## src/rtl/branch_history_predictor.sv

```systemverilog
// Tagged direct-mapped branch predictor with saturating counters and ID-stage recovery.
// Optional gshare indexing (GHR XOR PC index) is enabled by defining BP_GSHARE_EN.
module branch_history_predictor #(
    parameter int unsigned PC_WIDTH   = 32,
    parameter int unsigned INDEX_BITS = 4,
    parameter int unsigned CNT_BITS   = 2
) (
    input  logic                clk,
    input  logic                rst,
    input  logic [PC_WIDTH-1:0] fetchPC,
    output logic                predTaken,
    output logic [PC_WIDTH-1:0] predTarget,
    input  logic                resValid,
    input  logic [PC_WIDTH-1:0] resPC,
    input  logic [5:0]          opCode,
    input  logic                compResult,
    input  logic [PC_WIDTH-1:0] resTarget,
    input  logic                resPredTaken,
    input  logic                stall,
    output logic                PCSrcS,
    output logic                FlushS,
    output logic [PC_WIDTH-1:0] recoverPC
);

    localparam int unsigned ENTRIES = 1 << INDEX_BITS;
    localparam int unsigned TAG_W   = PC_WIDTH - INDEX_BITS - 2;

    localparam logic [CNT_BITS-1:0] CNT_WT  = {1'b1, {(CNT_BITS-1){1'b0}}};
    localparam logic [CNT_BITS-1:0] CNT_WNT = {1'b0, {(CNT_BITS-1){1'b1}}};

    localparam logic [5:0] OP_J   = 6'd2;
    localparam logic [5:0] OP_BEQ = 6'd4;
    localparam logic [5:0] OP_BNE = 6'd5;

    logic                valid_q  [ENTRIES];
    logic [TAG_W-1:0]    tag_q    [ENTRIES];
    logic [PC_WIDTH-1:0] target_q [ENTRIES];
    logic [CNT_BITS-1:0] cnt_q    [ENTRIES];

    logic [INDEX_BITS-1:0] fetch_idx;
    logic [INDEX_BITS-1:0] res_idx;
    logic [TAG_W-1:0]      fetch_tag;
    logic [TAG_W-1:0]      res_tag;

`ifdef BP_GSHARE_EN
    logic [INDEX_BITS-1:0] ghr_q;

    always_comb begin
        fetch_idx = fetchPC[INDEX_BITS+1:2] ^ ghr_q;
        res_idx   = resPC[INDEX_BITS+1:2] ^ ghr_q;
    end
`else
    always_comb begin
        fetch_idx = fetchPC[INDEX_BITS+1:2];
        res_idx   = resPC[INDEX_BITS+1:2];
    end
`endif

    always_comb begin
        fetch_tag = fetchPC[PC_WIDTH-1:INDEX_BITS+2];
        res_tag   = resPC[PC_WIDTH-1:INDEX_BITS+2];
    end

    // Lookup reads registered contents only, so a same-cycle update is not bypassed.
    always_comb begin
        predTaken  = valid_q[fetch_idx] && (tag_q[fetch_idx] == fetch_tag)
                     && cnt_q[fetch_idx][CNT_BITS-1];
        predTarget = predTaken ? target_q[fetch_idx] : fetchPC + PC_WIDTH'(4);
    end

    logic is_branch;
    logic actual_taken;
    logic mispredict;
    logic do_update;
    logic res_hit;
    logic [CNT_BITS-1:0] next_cnt;
    logic [PC_WIDTH-1:0] next_target;

    always_comb begin
        is_branch    = 1'b0;
        actual_taken = 1'b0;
        case (opCode)
            OP_J: begin
                is_branch    = 1'b1;
                actual_taken = 1'b1;
            end
            OP_BEQ: begin
                is_branch    = 1'b1;
                actual_taken = compResult;
            end
            OP_BNE: begin
                is_branch    = 1'b1;
                actual_taken = ~compResult;
            end
            default: ;
        endcase
    end

    always_comb begin
        mispredict = resValid & is_branch & (actual_taken != resPredTaken);
        PCSrcS     = mispredict;
        FlushS     = mispredict;
        recoverPC  = actual_taken ? resTarget : resPC + PC_WIDTH'(4);
        do_update  = resValid & ~stall & is_branch;
        res_hit    = valid_q[res_idx] && (tag_q[res_idx] == res_tag);
    end

    // Jumps pin the counter high; a miss allocates at the weak state matching the outcome.
    always_comb begin
        next_cnt = cnt_q[res_idx];
        if (opCode == OP_J) begin
            next_cnt = '1;
        end else if (!res_hit) begin
            next_cnt = actual_taken ? CNT_WT : CNT_WNT;
        end else if (actual_taken) begin
            if (next_cnt != '1) next_cnt = next_cnt + CNT_BITS'(1);
        end else begin
            if (next_cnt != '0) next_cnt = next_cnt - CNT_BITS'(1);
        end
        next_target = (!res_hit || actual_taken) ? resTarget : target_q[res_idx];
    end

    always_ff @(posedge clk or negedge rst) begin
        if (!rst) begin
            valid_q  <= '{default: 1'b0};
            tag_q    <= '{default: '0};
            target_q <= '{default: '0};
            cnt_q    <= '{default: CNT_WNT};
`ifdef BP_GSHARE_EN
            ghr_q    <= '0;
`endif
        end else if (do_update) begin
            valid_q[res_idx]  <= 1'b1;
            tag_q[res_idx]    <= res_tag;
            target_q[res_idx] <= next_target;
            cnt_q[res_idx]    <= next_cnt;
`ifdef BP_GSHARE_EN
            ghr_q             <= (ghr_q << 1) | INDEX_BITS'(actual_taken);
`endif
        end
    end

endmodule
```

## config.mk

```make
export PLATFORM = sky130hd
export DESIGN_NAME = branch_history_predictor
export DESIGN_NICKNAME = d
export VERILOG_FILES = /design/src/rtl/branch_history_predictor.sv
export SDC_FILE = /design/constraint.sdc
export NUM_CORES = 2
export LEC_CHECK = 0
export ABC_AREA = 1
export ABC_CLOCK_PERIOD_IN_PS = 3200
export BUFFER_PORTS_ARGS = -buffer_cell sky130_fd_sc_hd__buf_4
export CAP_MARGIN = 20
export CORE_ASPECT_RATIO = 1.1
export CORE_MARGIN = 2
export CORE_UTILIZATION = 55
export DETAILED_ROUTE_END_ITERATION = 7
export PLACE_DENSITY = 0.7
export SLEW_MARGIN = 0
export SYNTH_ARGS = -nofsm -noshare
export SYNTH_HDL_FRONTEND = slang
export SYNTH_SLANG_ARGS = --single-unit
```

## constraint.sdc

```tcl
create_clock -name clk -period 3.2 [get_ports clk]
set_input_delay 0.32 -clock clk [delete_from_list [all_inputs] [get_ports clk]]
set_output_delay 0.32 -clock clk [all_outputs]
set_load 0.03 [all_outputs]
```

==> run_results.csv <==
group,metric,value,unit
outcome,run_status,"finished, violations left",
outcome,violations,"setup timing",
detailed_routing,firstDrtPassIters,7,
finish,n_fill_cell,9479,
placement,io_buffer_count,174,
pwr,total_power,30.8,mW
pwr,share_clk_of_total_power,42.1,%
die,chipWidth,317,um
worst_hold_path,worst_hold_path.endpoint,"tag_q[319]$_DFFE_PN0P_",
logic_synthesis,seq_area_frac_synth,41.2,%
grt,groute.usage.overall,46.4,%
worst_hold_path,holdCritStartpoint,"resPC[13]",
logic_synthesis,synthesis.area_per_instance,6.89,um^2
die,dieArea,111000,um^2
pwr,max-vdd-ir-drop,0.000531,V
logic_synthesis,netlist.top_cell.by_area,"dfrtp_1",
detailed_routing,vias,65300,
detailed_routing,avgRoutedWirePerCell,25.9,um
pwr,power_leakage,34.0,nW
critical_path,worst_setup_path_end_kind,"output port",
critical_path,worstPathCellList,"inv_1 > a21oi_1 > o21ai_1 > nand3_1 > nand3_2 > buf_4 > nand3_2 > nand2_1 > nor2_1 > nand2_1 > nor2_4 > nand2_2 > nor2_4 > buf_6 > buf_12 > buf_12 > nor2_4 > nor2_4 > buf_6",
sta,final-max-slew-violation-count,0,
die,floorplan.core_area,107000,um^2
grt,grt_start_max_net_pins,188,
detailed_routing,drt-vias-per-instance,6.35,
logic_synthesis,ys_async_sr_fraction,100,%
detailed_routing,postRouteWirelength,266,mm
critical_path,crit_path_start_kind,"flip-flop",
logic_synthesis,synthTopCellsByArea,"dfrtp_1, nand2_1, o21ai_0, nand3_1, inv_1",
worst_hold_path,hold_critical_path_depth,3,
grt,antenna_found_initial,9,
sta,finalClockSkew,0.0449,ns
placement,pre_cts_slack,-0.826,ns
placement,placedInstanceArea,64600,um^2
detailed_routing,antenna_violating_nets_post_route,0,
logic_synthesis,syn_inst,8616,
cts,clock_tree_from_tritoncts,"built",
sta,max_freq,273,MHz
sta,tns,-12.61,ns
finish,flow.area_growth_from_synthesis,19.1,%
pwr,swShare,29.8,%
cts,clk_latency,0.74,ns
worst_hold_path,hold_class,"in -> reg",
logic_synthesis,syn_nets,8729,
grt,globalRouteOverflowTotal,0,
cts,clock_tree.htree_level_count,3,
cts,max-clock-path-buffers,3,
pwr,power.density_cell_area,436,nW/um^2
finish,fin_nets,8898,
job,max-cap-violations,0,
critical_path,cp_num_buf_inv,6,
logic_synthesis,synth_edf_count,0,
critical_path,reg2reg_setup_slack,0.08,ns
grt,number_of_global_route_vias_before_repair,60300,
critical_path,path_delay_family,"simple AND/OR/NAND/NOR gates",
sta,finalWorstSetupSlack,-0.457,ns
logic_synthesis,most_used_flip_flop_cell_after_synthesis,"dfrtp_1",
placement,hpwlAfterDp,164,mm
sta,rsz_0062_raised_after_global_routing,"yes",
finish,layout.core_utilization,65.9,%
sta,maxSlewHeadroom,34.5,%
pwr,share_comb_of_total_power,16.0,%
critical_path,r2r-end,"target_q[138]$_DFFE_PN0P_",
logic_synthesis,post_synth_num_cell_types,50,
die,io_pins,175,
sta,timing.final.crit_period,3.66,ns
sta,min_period_over_period,114,%
cts,root_buffer,"clkbuf_16",
sta,final-hold-violation-count,0,
critical_path,timing.critical_path.slowest_cell_delay,0.34,ns
critical_path,worst_ep_required_time,2.88,ns
placement,gp_routability_congestion,1.04,
critical_path,critical_path.max_fanout,3,
finish,post_layout_nonfiller_instances,10300,
finish,final_layout_size_suffix_gt1_share,14.4,%
logic_synthesis,synth-seq-cells,976,
critical_path,worstSetupPathType,"reg -> out",
pwr,p_int,21.6,mW
logic_synthesis,synthesis.area,59300,um^2
die,placement_rows,126,
critical_path,r2r.worst_path.cells,24,
cts,clkTransAtPathRegs,0.06,ns
pwr,share_seq_of_total_power,41.9,%
logic_synthesis,yosys_warnings,0,
detailed_routing,drt_first_iter_violations,10600,
placement,placed_cells,10000,
sta,finalSetupViolCount,33,
die,die_height,348,um
critical_path,arrival,3.34,ns
detailed_routing,drcViolationCount,0,
die,start_util,55.3,%
cts,cts-buffers-inserted,110,
critical_path,critical-path-slowest-cell,"dfrtp_1",
sta,fin_hold_ws,0.0298,ns
grt,first_pass_grt_wire_length,383,mm
sta,worst_pin_slew,0.982,ns
finish,post_route_cell_area,70600,um^2
logic_synthesis,netlist.area_leader.share,40.5,%
critical_path,cp_common_cell,"nor2_4",
pwr,switchingPower,9.18,mW
critical_path,crit-reg2reg-launch,"tag_q[169]$_DFFE_PN0P_",
cts,cts.sink_count,976,
cells in the final DEF, fill, tap and decap left out, types with 7 or more instances in the layout:
cell type / instances
nand2_1: 2556
o21ai_0: 1345
dfrtp_1: 959
nand3_1: 810
inv_1: 586
buf_4: 523
a21oi_1: 434
nor2_1: 433
o211ai_1: 139
buf_12: 129
clkbuf_16: 118
o21ai_1: 111
inv_2: 54
nand2_2: 54
nand3_4: 53
buf_6: 53
nand2_4: 52
nor2_4: 39
nand3_2: 36
xor2_1: 36
a22o_1: 32
a221oi_1: 30
clkbuf_1: 27
clkbuf_8: 26
clkinv_2: 24
nand4_1: 20
nor2_2: 18
dfstp_2: 16
dlygate4sd3_1: 16
nor3_1: 14
buf_8: 9
o22ai_1: 8
or2_2: 7
sequential cells by signal, summed over array words and instances (netlist names):
register	cells
cnt_q	32
tag_q	416
target_q	512
valid_q	16
layer usage:
layer	vias up	track usage [%]	part of all wire (%)
met2	4913	67.0	42
met5	-	0	0.014
met3	1164	13.5	14
met1	30700	59.6	36
met4	6	32.2	8.1
li1	28500	-	-
power by group through the flow:
stage	clock, mW	sequential, mW	combinational, mW
2_1_floorplan	0	13.1	2.47
5_1_grt	13.4	12.9	5.27
3_3_place_gp	0	13.1	4.48
6_report	12.9	12.9	4.94
4_1_cts	12.9	12.9	4.66
3_5_place_dp	0	13.1	4.53
area by class of cell:
cell class / count / area, um^2 / share of cell area (%)
multi-input cells: 6300 / 30500 / 43.2
flip-flops and latches: 976 / 24400 / 34.6
repair buffers: 744 / 7770 / 11.0
clock buffers: 163 / 3210 / 4.55
inverters: 653 / 2500 / 3.54
well taps: 1408 / 1760 / 2.49
clock inverters: 36 / 415 / 0.588
diodes: 6 / 15.0 / 0.0213
timing repair:
item | 4_1_cts | 5_1_grt
setup buffers | 26 | 13
cloned | 3 | 26
setup endpoints to repair | 42 | 586
gates resized for setup | 180 | 231
hold endpoints to repair | 388 | 0
hold buffers | 16 | 0
pin swaps | 31 | 65
cells by family after synthesis:
group                      Yosys count  share of synthesized area, %
and+or+nand+nor                   4103                          29.2
AOI/OAI and AO/OA                 2130                          19.0
buffers and inverters             1357                          9.86
DFF                                976                          41.2
xor gates and xnor gates            45                         0.664
adders and majority gates            5                         0.105
worst min-delay path: stages:
cell and delay, ns:
buf_4 0.20, nand2_1 0.09, o21ai_0 0.07
Yosys cell counts, types with 8 or more instances:
| cell | count |
|---|---|
| a221oi_1 | 32 |
| buf_6 | 39 |
| clkinv_1 | 11 |
| dfstp_2 | 16 |
| o21ai_0 | 1373 |
| o22ai_1 | 8 |
| nand4_1 | 20 |
| nand3_4 | 30 |
| o21ai_1 | 95 |
| nand2_1 | 2634 |
| o211ai_1 | 139 |
| inv_1 | 627 |
| nand3_1 | 851 |
| nor2_1 | 482 |
| a22o_1 | 32 |
| inv_2 | 13 |
| a21oi_1 | 439 |
| buf_2 | 129 |
| clkbuf_1 | 410 |
| buf_1 | 57 |
| xor2_1 | 40 |
| nand2_4 | 29 |
| dfrtp_1 | 960 |
| nor3_1 | 19 |
| buf_4 | 66 |
worst max-delay path by stage:
stage                           startpoint             end  slack, ns  cells past startpoint
finish              tag_q[257]$_DFFE_PN0P_  predTarget[13]      -0.46                     19
global route         tag_q[52]$_DFFE_PN0P_  predTarget[13]      -0.51                     21
CTS                 tag_q[169]$_DFFE_PN0P_  predTarget[21]      -0.48                     20
detailed placement              fetchPC[2]  predTarget[16]      -0.83                     18
global placement                fetchPC[2]  predTarget[16]      -0.91                     18
floorplan                       fetchPC[2]  predTarget[27]       0.15                     17
Power figures use the tool's default switching activity.
